`config.mk`:
```
export PLATFORM = sky130hd
export DESIGN_NAME = int_to_raw_fn_normalizer
export DESIGN_NICKNAME = d
export VERILOG_FILES = /design/src/rtl/int_to_raw_fn_normalizer.sv
export SDC_FILE = /design/constraint.sdc
export NUM_CORES = 1
export LEC_CHECK = 0
export BUFFER_PORTS_ARGS = -buffer_cell sky130_fd_sc_hd__buf_2
export CORE_AREA = 2 2 181 94
export DETAILED_ROUTE_END_ITERATION = 10
export DIE_AREA = 0 0 183 96
export GPL_TIMING_DRIVEN = 0
export HOLD_SLACK_MARGIN = 0.03
export MAX_ROUTING_LAYER = met4
export PLACE_DENSITY = 0.79
export SLEW_MARGIN = 15
export SYNTH_ARGS = -nofsm -noshare
export SYNTH_HDL_FRONTEND = slang
export SYNTH_SLANG_ARGS = --single-unit
```
`constraint.sdc`:
```
create_clock -name clock -period 3.1 [get_ports clock]
set_input_delay 0.31 -clock clock [delete_from_list [all_inputs] [get_ports clock]]
set_output_delay 0.31 -clock clock [all_outputs]
set_load 0.01 [all_outputs]
```
`src/rtl/int_to_raw_fn_normalizer.sv`:
```
// int_to_raw_fn_normalizer
//
// Integer-to-raw-float front end for the FPU int->float path. It accepts a
// 64-bit signed or unsigned integer and takes its magnitude. It then
// normalises the magnitude so the leading one sits in bit 63. The result is
// presented as a raw float: isZero, sign, 9-bit sExp and 65-bit sig, plus the
// captured rounding mode. The exponent follows the sExp + 0x80 convention of
// the single-precision raw->recFN rounding stage.
//
// Build option:
//   RAWFN_SINGLE_CYCLE_NORM_EN
//     Defined:   NORM does a full 64-bit priority encode and shift in one
//                cycle.
//     Undefined: NORM steps 8 bits per cycle with coarse steps, then does one
//                fine step.
//   Both builds produce identical results; only the latency differs.
//
// Ports:
//   clock                    rising-edge clock
//   reset                    synchronous, active-low (0 = reset)
//   io_in_valid/io_in_ready  request handshake (ready only in IDLE)
//   io_in_bits_signedIn      1 = operand is two's complement
//   io_in_bits_in            64-bit integer operand
//   io_in_bits_roundingMode  rounding mode, carried to the output
//   io_out_valid/io_out_ready result handshake (held until accepted)
//   io_out_isZero            operand was zero
//   io_out_sign              result sign
//   io_out_sExp              raw exponent, 9'hBF - leadingZeros
//   io_out_sig               {1'b0, normalised magnitude}, bit 63 = hidden bit
//   io_out_roundingMode      captured rounding mode

module int_to_raw_fn_normalizer (
  input  logic        clock,
  input  logic        reset,
  input  logic        io_in_valid,
  output logic        io_in_ready,
  input  logic        io_in_bits_signedIn,
  input  logic [63:0] io_in_bits_in,
  input  logic [2:0]  io_in_bits_roundingMode,
  output logic        io_out_valid,
  input  logic        io_out_ready,
  output logic        io_out_isZero,
  output logic        io_out_sign,
  output logic [8:0]  io_out_sExp,
  output logic [64:0] io_out_sig,
  output logic [2:0]  io_out_roundingMode
);

  typedef enum logic [1:0] {IDLE, NORM, DONE} stateT;

  stateT       state, nextState;
  logic        signReg, nextSign;
  logic        isZeroReg, nextIsZero;
  logic [63:0] magReg, nextMag;
  logic [5:0]  lzReg, nextLz;
  logic [2:0]  rmReg, nextRm;
  logic        done;

`ifdef RAWFN_SINGLE_CYCLE_NORM_EN
  // Leading-zero count of a nonzero 64-bit value. The highest set bit is
  // the last one to assign, so it wins.
  function automatic logic [5:0] lzc64(input logic [63:0] v);
    lzc64 = 6'd0;
    for (int i = 0; i < 64; i++)
      if (v[i]) lzc64 = 6'(63 - i);
  endfunction

  logic [5:0] fullLz;
  assign fullLz = lzc64(magReg);
`else
  // Leading-zero count of the top byte. The result is only used when the
  // byte is nonzero.
  function automatic logic [2:0] lzc8(input logic [7:0] v);
    lzc8 = 3'd0;
    for (int i = 0; i < 8; i++)
      if (v[i]) lzc8 = 3'(7 - i);
  endfunction

  logic [2:0] fineLz;
  assign fineLz = lzc8(magReg[63:56]);
`endif

  // Only accept while running and idle, so a request is never taken while
  // reset is asserted.
  assign io_in_ready = reset && (state == IDLE);

  // Next-state and datapath update. Each register holds its value unless
  // the current state changes it.
  always_comb begin
    nextState  = state;
    nextSign   = signReg;
    nextIsZero = isZeroReg;
    nextMag    = magReg;
    nextLz     = lzReg;
    nextRm     = rmReg;
    case (state)
      IDLE: begin
        if (io_in_valid && io_in_ready) begin
          nextSign   = io_in_bits_signedIn & io_in_bits_in[63];
          // The most negative value negates to itself. As an unsigned
          // value that is exactly 2^63, which is the correct magnitude.
          nextMag    = nextSign ? (~io_in_bits_in + 64'd1) : io_in_bits_in;
          nextRm     = io_in_bits_roundingMode;
          nextLz     = 6'd0;
          nextIsZero = (nextMag == 64'd0);
          nextState  = nextIsZero ? DONE : NORM;
        end
      end
      NORM: begin
`ifdef RAWFN_SINGLE_CYCLE_NORM_EN
        nextLz    = fullLz;
        nextMag   = magReg << fullLz;
        nextState = DONE;
`else
        // Coarse steps skip whole zero bytes. One fine step always ends
        // the sequence, even when the top bit is already set.
        if (magReg[63:56] == 8'd0) begin
          nextMag = magReg << 8;
          nextLz  = lzReg + 6'd8;
        end else begin
          nextMag   = magReg << fineLz;
          nextLz    = lzReg + {3'b000, fineLz};
          nextState = DONE;
        end
`endif
      end
      DONE: begin
        if (io_out_ready) nextState = IDLE;
      end
      default: nextState = IDLE;
    endcase
  end

  // State and datapath registers. A reset in any state abandons the
  // operation in progress.
  always_ff @(posedge clock) begin
    if (!reset) begin
      state     <= IDLE;
      signReg   <= 1'b0;
      isZeroReg <= 1'b0;
      magReg    <= 64'd0;
      lzReg     <= 6'd0;
      rmReg     <= 3'd0;
    end else begin
      state     <= nextState;
      signReg   <= nextSign;
      isZeroReg <= nextIsZero;
      magReg    <= nextMag;
      lzReg     <= nextLz;
      rmReg     <= nextRm;
    end
  end

  // Outputs are zero outside DONE, so partial results are never visible.
  // A zero operand gives sExp = 0, not 9'hBF.
  assign done                = (state == DONE);
  assign io_out_valid        = done;
  assign io_out_isZero       = done & isZeroReg;
  assign io_out_sign         = done & signReg;
  assign io_out_sExp         = (done && !isZeroReg) ? (9'h0BF - {3'b000, lzReg}) : 9'h000;
  assign io_out_sig          = done ? {1'b0, magReg} : 65'd0;
  assign io_out_roundingMode = done ? rmReg : 3'd0;

endmodule

```
==> out/results.ini <==
[status]
outcome = finished with violations
violations = negative setup slack

[cells_and_area]
fillers = 1442
seqCellArea_sq_mm = 0.00155
layout-drive-gt1-share_pct = 22.6
area_delta_synth_final_pct = 26.6
multi_input_area_sq_mm = 0.00659
finalNetCount = 1397

[setup_path]
setup.worst_path.start_class = input port
timing.rr.start = magReg[57]
r2r_cells = 11
cp.arrival_ns = 3.49
critical_path_class = input port to register
r2r-end = magReg[34]
rrSetupSlack_ns = -0.04
critPathMaxFanout = 10
worstPathRequired_ns = 3.38
end_kind = register

[cts]
cts_max_level = 3
cts_buffers = 9
ctsHoldBuffers = 0
cts_tree = yes
clkSinkCount = 77
clk_latency_ns = 0.36
clockBufferDepth = 2
clkTransAtPathRegs_ns = 0.07
root_buffer = clkbuf_16

[sta]
finalSetupViolations = 4
fin_skew_ns = 0.0110
fin_crit_ns = 3.21
fmax_mhz = 312
grt_setup_unrepaired = true
worst_pin_slew_ns = 1.19
slew_viol_final = 0
max_slew_margin_pct = 20.6
whs_ns = 0.128
setup_slack_ns = -0.107
hold_viol_final = 0
post-route-period-util_pct = 103

[worst_hold_path]
hold_start = io_in_bits_roundingMode[2]
min_to = rmReg[2]
hold_depth = 3
hp-class = input port to register

[floorplan]
die-area_sq_mm = 0.0176
start_util_pct = 51.1
io_pins = 153
die_h_um = 96
rows = 33
die_w_um = 183
core_sq_mm = 0.0160

[global_route]
grt-ovfl-total = 0
grt_antenna_before_repair = 2
grt_pass1_vias = 9568
grt_max_degree = 15
track_usage_pct = 49.3
grt_pass1_wl_um = 61600

[detailed_routing]
dr.pass1.iters = 6
viasPerCell = 7.21
wl_per_cell_um = 28.6
final_antenna_net_count = 0
drt_wl_total_um = 43900
dr.first_iter.drc_count = 2315
route.detailed.drc = 0
vias = 11100

[synth]
synth_top_area_share_pct = 18.8
async_flop_share_pct = 0
syn_area_per_cell_sq_um = 7.23
synth_top_area_cell = dfxtp_1
ys_types = 72
ys_ff_latch = 77
synthCells = 1133
post_synth_instance_area_sq_mm = 0.00819
synth_most_common_cell = mux2i_1
synth_edf_count = 0
synth_area_leaders = dfxtp_1 (19%), mux2i_1 (14%), a21oi_1 (6.5%)
synth_warnings = 0
synth_common_cells = mux2i_1 (115), a21oi_1 (106), nand2_1 (87), o21ai_0 (85), nor2_1 (81)
ys_seq_area_share_pct = 18.8
synthFlopType = dfxtp_1

[run]
max_cap_violations = 0

[placed_design]
io_buffers = 132
dp_hpwl_um = 32600
gp_congestion = 1.08

[power_and_ir_drop]
seqPwrFrac_pct = 25.9
p_total_w = 0.00514
power_density_mw_per_mm2 = 495
clock_power_share_pct = 26.7
swShare_pct = 45.7
combinationalPowerShare_pct = 47.4
ir_drop_mv = 0.361
p_switching_w = 0.00235
leakagePower_nw = 4.26
power.internal_w = 0.00279

[logic make-up (layout without fill, tap and decap cells)]
family	count (synthesis)	in the layout	synth area share [%]
fa+ha+maj	7	7	1.16
compound gates	359	359	27.7
xor+xnor	59	59	6.31
simple gates	392	392	25.5
flops	77	77	18.8
mux	118	118	14.7
buf+inv	120	308	5.79
other cells	1	5	0.0458
[worst max-delay path by stage]
stage / depth (start not counted) / end / startpoint / slack [ns]
6_report: 14 / state[1] / io_in_bits_in[1] / -0.11
5_1_grt: 13 / state[1] / io_in_bits_in[5] / -0.14
4_1_cts: 11 / state[0] / io_in_bits_in[42] / -0.07
3_5_place_dp: 13 / state[0] / io_in_bits_in[1] / -1.61
3_3_place_gp: 13 / state[0] / io_in_bits_in[1] / -1.61
2_1_floorplan: 16 / lzReg[4] / magReg[59] / 0.05
[power groups by stage]
stage	logic [W]	clock network [W]	registers (W)
6_report	0.00243	0.00137	0.00133
4_1_cts	0.00219	0.00135	0.00130
2_1_floorplan	0.00143	0	0.00122
3_5_place_dp	0.00215	0	0.00131
3_3_place_gp	0.00215	0	0.00131
5_1_grt	0.00248	0.00139	0.00133
[layer usage]
layer | up-vias | part of all wire (%) | track usage (%)
met2 | 1187 | 35 | 59.2
met4 | 0 | 3.6 | 13.0
li1 | 4602 | - | -
met5 | - | 0 | -
met1 | 5101 | 42 | 69.8
met3 | 175 | 20 | 24.2
[layout by cell type, fill, tap and decap left out, drive strengths merged, types with 5 or more instances in the layout]
cell type  count
buf          192
mux2i        115
a21oi        106
clkbuf        91
nand2         87
o21ai         85
nor2          81
and2          77
dfxtp         77
xnor2         37
a31oi         34
a221oi        34
nor3          33
a22oi         29
nor4          27
xor2          22
nand3         18
inv           17
nand4         15
a211oi        13
o31ai         10
or4           10
nor2b          6
nand2b         6
or3            6
a21o           6
ha             6
o32ai          5
nand4b         5
and3           5
[sequential cells by signal, summed over array words and instances, names as in the netlist]
name / count
isZeroReg: 1
lzReg: 6
magReg: 64
rmReg: 3
signReg: 1
state: 2
[worst max-delay path: stages]
cell       delay [ns]
buf_12           0.12
clkinv_8         0.05
ha_4             0.14
nor3b_4          0.29
nand4_1          0.20
buf_4            0.18
buf_2            0.21
nor3_2           0.17
o2111ai_2        0.29
a22oi_2          0.28
nand4b_1         0.25
nor4_2           0.43
nand4b_1         0.35
a31oi_1          0.22
[timing repair]
item	4_1_cts	5_1_grt
cloned	0	0
gates resized for setup	57	105
hold endpoints to repair	0	0
setup endpoints to repair	69	58
pin swaps	11	37
setup buffers	13	29
[stage by stage]
stage          setup TNS (ns)  util, %  setup WS (ns)  area, sq um  instances
6_report               -0.248     64.7         -0.107        10400       1535
5_1_grt                -0.435     64.7         -0.142        10400       1535
4_1_cts               -0.0654     61.4        -0.0654         9840       1504
3_5_place_dp           -29.85     57.0          -1.61         9130       1477
3_3_place_gp           -30.01     56.9          -1.61         9120       1477
2_1_floorplan               0        -         0.0460         8200       1135
[area by class of cell]
class | instances | area share [%]
well taps | 210 | 2.53
clock buffers | 9 | 2.17
flip-flops and latches | 77 | 14.9
plain buffers | 100 | 4.39
inverters | 18 | 0.820
multi-input cells | 938 | 63.5
diodes | 2 | 0.0483
repair buffers | 174 | 10.2
clock inverters | 7 | 1.41
Note: power is estimated with default switching activity, not from simulation.
